<file path="src/rtl/mult_pkg.sv">
// Shared types and constants for the iterative shift-add multiplier.
package mult_pkg;

    localparam int DEF_WIDTH = 32;

    typedef enum logic [1:0] {
        IDLE   = 2'd0,
        RUN    = 2'd1,
        FINISH = 2'd2
    } state_t;

    function automatic int cnt_width(input int w);
        return (w > 1) ? $clog2(w) : 1;
    endfunction

endpackage

</file>
<file path="src/rtl/mult_unit_cond_negate.sv">
// Conditional two's-complement negation, used for operand magnitudes and the final product.
module cond_negate #(
    parameter int WIDTH = 32
) (
    input  logic             neg,
    input  logic [WIDTH-1:0] value,
    output logic [WIDTH-1:0] result
);

    assign result = neg ? -value : value;

endmodule

</file>
<file path="src/rtl/mult_unit.sv">
// Radix-2 shift-add MULT/MULTU unit; hi/lo and done update WIDTH+1 edges after start.
// New starts are ignored while busy; stall_req holds off HI/LO readers until done.
module mult_unit
    import mult_pkg::*;
#(
    parameter int WIDTH = DEF_WIDTH
) (
    input  logic             clk,
    input  logic             rst_n,
    input  logic             start_mult,
    input  logic             mult_sign,
    input  logic [WIDTH-1:0] operand_a,
    input  logic [WIDTH-1:0] operand_b,
    input  logic             read_hilo,
    output logic [WIDTH-1:0] hi,
    output logic [WIDTH-1:0] lo,
    output logic             busy,
    output logic             done,
    output logic             stall_req
);

    localparam int CNT_W = cnt_width(WIDTH);
    localparam logic [CNT_W-1:0] CNT_LAST = CNT_W'(WIDTH - 1);

    state_t             state;
    logic [WIDTH-1:0]   mcand;
    logic [WIDTH-1:0]   mplier;
    logic [WIDTH:0]     acc;
    logic [CNT_W-1:0]   cnt;
    logic               neg;

    logic [WIDTH-1:0]   abs_a;
    logic [WIDTH-1:0]   abs_b;
    logic [2*WIDTH-1:0] product;
    logic [WIDTH:0]     sum;
    logic [2*WIDTH:0]   shifted;

    cond_negate #(.WIDTH(WIDTH)) u_abs_a (
        .neg    (mult_sign & operand_a[WIDTH-1]),
        .value  (operand_a),
        .result (abs_a)
    );

    cond_negate #(.WIDTH(WIDTH)) u_abs_b (
        .neg    (mult_sign & operand_b[WIDTH-1]),
        .value  (operand_b),
        .result (abs_b)
    );

    // acc[WIDTH] is always clear by FINISH: the magnitude product fits in 2*WIDTH bits.
    cond_negate #(.WIDTH(2 * WIDTH)) u_prod (
        .neg    (neg),
        .value  ({acc[WIDTH-1:0], mplier}),
        .result (product)
    );

    always_comb begin
        sum     = acc + {1'b0, (mplier[0] ? mcand : {WIDTH{1'b0}})};
        shifted = {sum, mplier} >> 1;
    end

    always_ff @(posedge clk or negedge rst_n) begin
        if (!rst_n) begin
            state  <= IDLE;
            mcand  <= '0;
            mplier <= '0;
            acc    <= '0;
            cnt    <= '0;
            neg    <= 1'b0;
            hi     <= '0;
            lo     <= '0;
            done   <= 1'b0;
        end else begin
            done <= 1'b0;
            case (state)
                IDLE: begin
                    if (start_mult) begin
                        mcand  <= abs_a;
                        mplier <= abs_b;
                        neg    <= mult_sign & (operand_a[WIDTH-1] ^ operand_b[WIDTH-1]);
                        acc    <= '0;
                        cnt    <= '0;
                        state  <= RUN;
                    end
                end
                RUN: begin
                    acc    <= shifted[2*WIDTH:WIDTH];
                    mplier <= shifted[WIDTH-1:0];
                    cnt    <= cnt + 1'b1;
                    if (cnt == CNT_LAST) begin
                        state <= FINISH;
                    end
                end
                FINISH: begin
                    {hi, lo} <= product;
                    done     <= 1'b1;
                    state    <= IDLE;
                end
                default: state <= IDLE;
            endcase
        end
    end

    assign busy      = (state != IDLE);
    assign stall_req = busy & read_hilo;

endmodule

</file>
<file path="config.mk">
export PLATFORM = sky130hd
export DESIGN_NAME = mult_unit
export DESIGN_NICKNAME = d
export VERILOG_FILES = /design/src/rtl/mult_pkg.sv /design/src/rtl/mult_unit_cond_negate.sv /design/src/rtl/mult_unit.sv
export SDC_FILE = /design/constraint.sdc
export NUM_CORES = 1
export LEC_CHECK = 0
export BUFFER_PORTS_ARGS = -buffer_cell sky130_fd_sc_hd__buf_2
export CELL_PAD_IN_SITES_DETAIL_PLACEMENT = 1
export CELL_PAD_IN_SITES_GLOBAL_PLACEMENT = 1
export CORE_AREA = 2 2 198 200
export CTS_BUF_LIST = sky130_fd_sc_hd__clkbuf_8
export CTS_CLUSTER_DIAMETER = 50
export DETAILED_ROUTE_END_ITERATION = 10
export DIE_AREA = 0 0 200 202
export PLACE_DENSITY_LB_ADDON = 0.1
export REMOVE_ABC_BUFFERS = 1
export SKIP_CTS_REPAIR_TIMING = 1
export SYNTH_ARGS = -nofsm -noshare
export SYNTH_HDL_FRONTEND = slang
export SYNTH_SLANG_ARGS = --single-unit
export TNS_END_PERCENT = 5
</file>
<file path="constraint.sdc">
create_clock -name clk -period 3.2 [get_ports clk]
set_input_delay 0.48 -clock clk [delete_from_list [all_inputs] [get_ports clk]]
set_output_delay 0.48 -clock clk [all_outputs]
set_load 0.1 [all_outputs]
</file>
After elaboration in Yosys (flattened, before gate mapping)
Index checks and enable logic that the tools add are counted.
Widths: inputs -> output; s select.

storage, ports and cells
  word-level logic and storage cells = 44
  register bits = 170

operators by class
  bitwise logic cells = 5
  equal/unequal tests = 5
  reduce and logical (&&, ||, !) cells = 6
  muxes and demuxes = 14
  $add $sub $neg = 5

operator list
  operator             count
  $mux 32              4
  $pmux 33 s2          1
  $mux 64              1
  $neg 32->32          2
  $neg 64->64          1
  $pmux 32 s2          1
  $add 33x32->33       1
  $mux 33              1
  $pmux 5 s2           1
  $reduce_and 2->1     3
  $add 5x1->5 const B  1
  $eq 5x5->1 const B   1
  $mux 5               1
  $and 1x1->1          4
  $mux 2               2
  $ne 2x2->1 const B   2
  $pmux 2 s2           1
  $reduce_bool 2->1    2
  $eq 2x1->1 const B   1
  $eq 2x2->1 const B   1
  $logic_not 2->1      1
  $mux 1               1
  $xor 1x1->1          1

Logic depth before layout (Yosys ltp)
Gate-level depths: netlist (run 1).

  depth after elaboration = 4
  gate-level depth with buffers = 12
  mapped depth without buffers = 11

Cells and area by module
A second synthesis (run 1) with hierarchy kept.

second synthesis, totals
  cells, all modules = 1203
  area total of the unflattened synthesis = 11469.8 sq um

by module, submodules not included
  module                     instances  area an instance (sq um)  sequential area each (sq um)  cells each
  mult_unit                  1          8481.9                    4229.1                        789
  cond_negate (u_abs_a ...)  2          767.0                     0.0                           108
  cond_negate (u_prod)       1          1453.9                    0.0                           198

Worst setup path before layout (run 1)
OpenSTA, ideal clock, no wires.

  path type = reg2reg
  start = register mplier[0]
  end = register acc[23]
  library setup time = 0.122 ns
  data required time = 3.078 ns
  setup slack = 0.422 ns
  cell stages (with the launch flop) = 13
  path buffers = 1
  arrival = 2.657 ns
  cell sequence = dfrtp_1 > clkbuf_1 > and2_1 > ha_1 > inv_1 > fa_1 > nor2b_1 > o21a_1 > o211ai_1 > a21oi_1 > o311a_1 > or3_1 > a32o_1

on the way
  cells in the longest elaborated chain, start to end = 3

ends and longest elaborated chain
  item                      line             RTL
  start: declaration        mult_unit.sv:27  logic [WIDTH-1:0] mplier;
  start signal: assignment  mult_unit.sv:79  mplier <= abs_b;
  start signal: assignment  mult_unit.sv:88  mplier <= shifted[WIDTH-1:0];
  $mux 32                   mult_unit.sv:58  sum = acc + {1'b0, (mplier[0] ? mcand : {WIDTH{1'b0}})};
  $add 33x32->33            mult_unit.sv:58
  $pmux 33 s2               mult_unit.sv:75  case (state)
  end signal: assignment    mult_unit.sv:87  acc <= shifted[2*WIDTH:WIDTH];
  end: declaration          mult_unit.sv:28  logic [WIDTH:0] acc;

No other way between the ends.
A chain may end at the register's enable or synchronous reset.

Final worst setup path (run 1)
Same ends and word-level chain as after synthesis.

==> results of run 1 <==
==> state kept, by name (all words and copies together), names as in the netlist <==
name and count:
acc 32, mplier 32, state 2, cnt 5
hi 32, lo 32, done 1, mcand 32
neg 1
==> synthesized netlist by cell type, drive strengths merged, types with 8 or more instances <==
cell type  count  area (um2)
a21o          10        75.1
a21oi         62         310
a22o           9        78.8
a22oi         22         165
a31oi         19         119
and2          40         250
buf            9        47.5
clkbuf        62         233
dfrtp        169        4230
ha            37         463
inv           28         105
mux2i          8        80.1
nand2        177         664
nand2b         9        56.3
nand3         28         140
nor2          56         218
nor3          24         120
nor4          16         130
o21ai        203        1020
o31ai         22         185
o41ai         15         161
or3           15        93.8
or4           16         128
xnor2         51         447
xor2          86         753
==> worst max-delay path, stage by stage, from the launching register on <==
cell,delay [ns]
dfrtp_1,0.42
buf_12,0.17
and2_1,0.15
ha_1,0.21
inv_1,0.08
fa_1,0.21
nor2b_1,0.08
o21a_1,0.21
o211ai_1,0.30
a21oi_2,0.13
o311a_1,0.39
or3_1,0.31
a32o_1,0.24
==> power by group <==
group          total, mW  switching (mW)  internal (mW)
Combinational       6.36            3.96           2.40
Sequential          3.76           0.874           2.88
Clock               1.65           0.832          0.818
Total               11.8            5.67           6.10
==> layout by cell type, fill, tap and decap left out, types with 5 or more instances in the layout <==
cell type / n
clkbuf_8: 20
o41ai_1: 11
buf_2: 134
nand2_1: 176
a22o_1: 9
a21o_1: 10
nor3_1: 24
dfrtp_1: 168
a211oi_1: 7
xnor2_1: 51
o21ai_1: 14
a31oi_1: 18
ha_1: 37
o211ai_1: 5
or4_1: 14
o21a_1: 7
nor2_1: 54
nor2b_1: 6
mux2i_1: 8
inv_1: 31
nand3b_1: 5
a22oi_1: 22
nor4_1: 14
xor2_1: 86
a21oi_1: 61
or2_2: 6
o21ai_0: 189
or3_1: 15
o31ai_1: 18
nand4_1: 5
buf_4: 46
and2_1: 40
nand2b_1: 8
nand3_1: 28
==> through the flow <==
stage | TNS (ns) | hold slack [ns]
final | 0 | 0.00762
after global routing | -0.00453 | 0.0420
after CTS | 0 | 0.0148
after detailed placement | 0 | 0.463
after global placement | 0 | 0.455
after floorplan | -24.67 | 0.184
==> layout make-up <==
| cell class | instances | area, um2 | area share |
|---|---|---|---|
| multi-input cells | 1014 | 6430 | 0.498 |
| flip-flops and latches | 169 | 4230 | 0.328 |
| repair buffers | 184 | 1090 | 0.0842 |
| well taps | 518 | 648 | 0.0502 |
| clock buffers | 20 | 275 | 0.0213 |
| clock inverters | 11 | 131 | 0.0102 |
| inverters | 28 | 105 | 0.00814 |
==> how the worst max path moves through the flow <==
stage | from | endpoint | slack [ns] | depth (start not counted)
2_1_floorplan | state[1]$_DFFE_PN0P_ | mplier[20]$_DFFE_PN0P_ | -0.64 | 5
3_3_place_gp | mplier[0]$_DFFE_PN0P_ | acc[23]$_DFFE_PN0P_ | 0.19 | 12
3_5_place_dp | mplier[0]$_DFFE_PN0P_ | acc[23]$_DFFE_PN0P_ | 0.15 | 12
4_1_cts | mplier[0]$_DFFE_PN0P_ | acc[23]$_DFFE_PN0P_ | 0.12 | 12
5_1_grt | mplier[0]$_DFFE_PN0P_ | acc[31]$_DFFE_PN0P_ | -0.005 | 12
6_report | mplier[0]$_DFFE_PN0P_ | acc[23]$_DFFE_PN0P_ | 0.17 | 12
==> cell families (layout without fill, tap and decap cells) <==
kind of cell | count (synthesis) | after routing | share of synthesized area
DFF | 169 | 169 | 0.384
xor gates and xnor gates | 137 | 137 | 0.109
buffers and inverters | 99 | 243 | 0.0350
AOI/OAI and AO/OA | 410 | 410 | 0.228
and+or+nand+nor | 421 | 421 | 0.192
adders and majority gates | 38 | 38 | 0.0439
muxes | 8 | 8 | 0.00727
==> metal layers <==
layer,GRT usage,vias up,routed length (um),share of wire
li1,-,4855,-,-
met1,0.254,4737,17600,0.49
met2,0.299,133,16600,0.46
met3,0.0227,30,976,0.027
met4,0.0529,0,568,0.016
met5,0,-,0,0
==> flow_metrics.tcl, run 1 <==
set metrics [dict create \
    maxSlewViolCount 0 \
    fin_util 0.337 \
    yosys_warnings 0 \
    ff2ff_path_depth 12 \
    period_minus_slack_ns 3.03 \
    drv_cap 0 \
    powerDensity_mw_per_mm2 912 \
    reg2reg_slack_ns 0.17 \
    dp.cells 1913 \
    grt_overflow 0 \
    criticalPathCategory "reg2reg" \
    dr.first_iter.drc_count 330 \
    cp.required_ns 3.57 \
    cts_tree "yes" \
    antenna_found_initial 0 \
    dp_hpwl_mm 27.4 \
    grt_pass1_wl_mm 57.8 \
    setup_viol 0 \
    core-area_mm2 0.0383 \
    worst_pin_slew_ns 0.944 \
    clock_sinks 169 \
    syn_area_mm2 0.0110 \
    ys_seq_area_frac 0.384 \
    port_buffers 135 \
    grt_pass1_vias 10193 \
    status "complete, no violations" \
    cp_data_arrival_time_ns 3.40 \
    io_pins 136 \
    synth_cells 1282 \
    synth_ff_type "dfrtp_1" \
    drc_errors 0 \
    place_ws_ns 0.148 \
    drive_above_1_share 0.171 \
    postLayoutCellArea_mm2 0.0129 \
    clock_latency_ns 0.49 \
    first_pass_iters 4 \
    synth-edff-count 0 \
    numCtsBuffers 17 \
    start_util 0.288 \
    grt_max_degree 75 \
    die_area_mm2 0.0404 \
    routed_wl_mm 35.7 \
    clock_skew_ns 0.0194 \
    cp_max_fo 35 \
    ant_nets 0 \
    r2r-end "acc[23]$_DFFE_PN0P_" \
    num-nets-final 1521 \
    finalWorstSetupSlack_ns 0.175 \
    report.power.total_mw 11.8 \
    hp-class "in2async" \
    n_antenna_cell 0 \
    r2r-start "mplier[0]$_DFFE_PN0P_" \
    maxSlewHeadroom 0.369 \
    grt_use_total 0.183 \
    n_fill_cell 4587 \
    dieHeight_um 202 \
    place.gp.congestion 0.826 \
    avgSynthCellArea_um2 8.59 \
    route.detailed.wl_per_inst_um 18.4 \
    start_kind "register" \
    max-clock-path-buffers 2 \
    max_freq_mhz 331 \
    synth_cell_types 72 \
    die_w_um 200 \
    syn_to_final_growth_pct 17.3 \
    cp-end-kind "register" \
    root_buffer "clkbuf_8" \
    async_flop_share 1.00 \
    h-tree-depth 4 \
    final_cells 1944 \
    clkSlewWorstSetupHoldPaths_ns 0.09 \
    place_area_mm2 0.0125 \
    period_share 0.945 \
    synth-seq-cells 169 \
    fp-row-count 72 \
    rsz0062_at_grt "true" \
    ir_worst_vdd_mv 0.239 \
    route.vias.total 9755 \
    p_leak_nw 5.66 \
    via_per_inst 5.02 \
    hold_viol 0 \
]
Power figures use the tool's default switching activity.
==> run 2, diff against run 1 <==
--- a/config.mk
+++ b/config.mk
@@ -8,11 +8,11 @@
 export BUFFER_PORTS_ARGS = -buffer_cell sky130_fd_sc_hd__buf_2
 export CELL_PAD_IN_SITES_DETAIL_PLACEMENT = 1
 export CELL_PAD_IN_SITES_GLOBAL_PLACEMENT = 1
-export CORE_AREA = 2 2 198 200
+export CORE_AREA = 2 2 255 156
 export CTS_BUF_LIST = sky130_fd_sc_hd__clkbuf_8
 export CTS_CLUSTER_DIAMETER = 50
 export DETAILED_ROUTE_END_ITERATION = 10
-export DIE_AREA = 0 0 200 202
+export DIE_AREA = 0 0 257 158
 export PLACE_DENSITY_LB_ADDON = 0.1
 export REMOVE_ABC_BUFFERS = 1
 export SKIP_CTS_REPAIR_TIMING = 1
==> flow_metrics.tcl, run 2 (synthesized netlist as in run 1, its figures left out) <==
set metrics [dict create \
    route.vias.total 9984 \
    clkSlewWorstSetupHoldPaths_ns 0.10 \
    cts_tree "yes" \
    r2r-start "mplier[0]$_DFFE_PN0P_" \
    max_freq_mhz 322 \
    via_per_inst 5.08 \
    place.gp.congestion 0.828 \
    reg2reg_slack_ns 0.09 \
    num-nets-final 1538 \
    first_pass_iters 4 \
    clock_skew_ns 0.0197 \
    cpLargestDelayFamily "compound AO/OA/AOI/OAI gates" \
    fin_setup_tns_ns 0 \
    syn_to_final_growth_pct 18.6 \
    drive_above_1_share 0.187 \
    crit_chain "buf_12, and2_1, ha_1, inv_2, fa_2, nor2b_1, o21a_1, o211ai_1, a21oi_1, buf_4, o311a_4, or3_1, a32o_1" \
    rsz0062_at_grt "true" \
    startpoint "mplier[0]$_DFFE_PN0P_" \
    critPathBufInv 3 \
    die_area_mm2 0.0406 \
    grt_max_degree 68 \
    layout_common_cells "o21ai_0, nand2_1, dfrtp_1, buf_2, xor2_1" \
    fp-row-count 56 \
    maxSlewViolCount 0 \
    h-tree-depth 4 \
    layout_commonest_cell "o21ai_0" \
    max-clock-path-buffers 2 \
    root_buffer "clkbuf_8" \
    finalWorstSetupSlack_ns 0.0905 \
    routed_wl_mm 39.2 \
    ir_worst_vdd_mv 0.423 \
    numCtsBuffers 17 \
    drv_cap 0 \
    place_area_mm2 0.0126 \
    dieHeight_um 158 \
    grt_pass1_vias 10171 \
    clock_sinks 169 \
    setup_viol 0 \
    status "complete, no violations" \
    holdCritStartpoint "operand_b[28]" \
    postLayoutCellArea_mm2 0.0131 \
    slowest_delay_ns 0.45 \
    maxSlewHeadroom 0.347 \
    powerDensity_mw_per_mm2 926 \
    n_antenna_cell 0 \
    route.detailed.wl_per_inst_um 20.0 \
    grt_use_total 0.196 \
    clock_latency_ns 0.51 \
    cp_max_fo 23 \
    criticalPathCategory "reg2reg" \
    report.power.total_mw 12.1 \
    critical-path-slowest-cell "dfrtp_2" \
    cp_data_arrival_time_ns 3.50 \
    hold_viol 0 \
    core-area_mm2 0.0385 \
    hp-class "in2reg" \
    cp-end-kind "register" \
    io_pins 136 \
    period_minus_slack_ns 3.11 \
    drc_errors 0 \
    p_leak_nw 5.72 \
    ant_nets 0 \
    grt_pass1_wl_mm 61.4 \
    start_kind "register" \
    cp.required_ns 3.59 \
    port_buffers 135 \
    grt_overflow 0 \
    worst_pin_slew_ns 0.977 \
    period_share 0.972 \
    place_ws_ns -0.0160 \
    dp_hpwl_mm 30.3 \
    antenna_found_initial 1 \
    dr.first_iter.drc_count 543 \
    die_w_um 257 \
    start_util 0.286 \
]
[run 2: cell types whose count changed in the layout (fill, tap and decap cells not counted), sizes merged]
| cell | previous run | this run |
|---|---|---|
| clkinv | 3 | 5 |
| buf | 184 | 200 |
| bufinv | 3 | 1 |
| clkinvlp | 2 | 3 |
| clkbuf | 20 | 19 |
| inv | 31 | 32 |
| dlygate4sd3 | 0 | 1 |
[run 2: per-layer routing]
| metal | GRT usage | wire, um |
|---|---|---|
| met1 | 0.309 | 21900 |
| met5 | 0 | 0 |
| met4 | 0.0318 | 261 |
| met2 | 0.276 | 15800 |
| met3 | 0.0335 | 1260 |
[run 2: per-stage QoR]
stage | cells | hold slack (ns) | util
2_1_floorplan | 1211 | 0.184 | -
3_3_place_gp | 1929 | 0.458 | 0.328
3_5_place_dp | 1929 | 0.465 | 0.328
4_1_cts | 1961 | -0.0808 | 0.338
5_1_grt | 1966 | 0.257 | 0.339
6_report | 1966 | 0.262 | 0.339
[run 2: path summary, 6_finish.rpt]
path                            cells after the start                     end
min in group asynchronous                           2      lo[12]$_DFFE_PN0P_
worst max register to register                     13     acc[23]$_DFFE_PN0P_
worst max-delay path                               13     acc[23]$_DFFE_PN0P_
worst min-delay path                                3  mplier[28]$_DFFE_PN0P_
max in group asynchronous                           3     acc[10]$_DFFE_PN0P_
worst min register to register                      2   mcand[30]$_DFFE_PN0P_
[run 2: tightest hold or removal path, cell delays in order]
cell,delay (ns)
buf_2,0.12
a21oi_1,0.06
o21ai_0,0.06
[run 2: layout make-up]
| cell class | instances | area (um2) |
|---|---|---|
| Fill cell | 4519 | 25400 |
| Multi-Input combinational cell | 1014 | 6450 |
| Sequential cell | 169 | 4230 |
| Timing Repair Buffer | 201 | 1230 |
| Tap cell | 522 | 653 |
| Clock buffer | 19 | 262 |
| Clock inverter | 13 | 119 |
| Inverter | 28 | 105 |
[run 2: power breakdown]
group / total, mW / switching (mW) / internal [mW]
logic: 6.75 / 4.22 / 2.54
clock network: 1.58 / 0.917 / 0.661
registers: 3.76 / 0.877 / 2.88
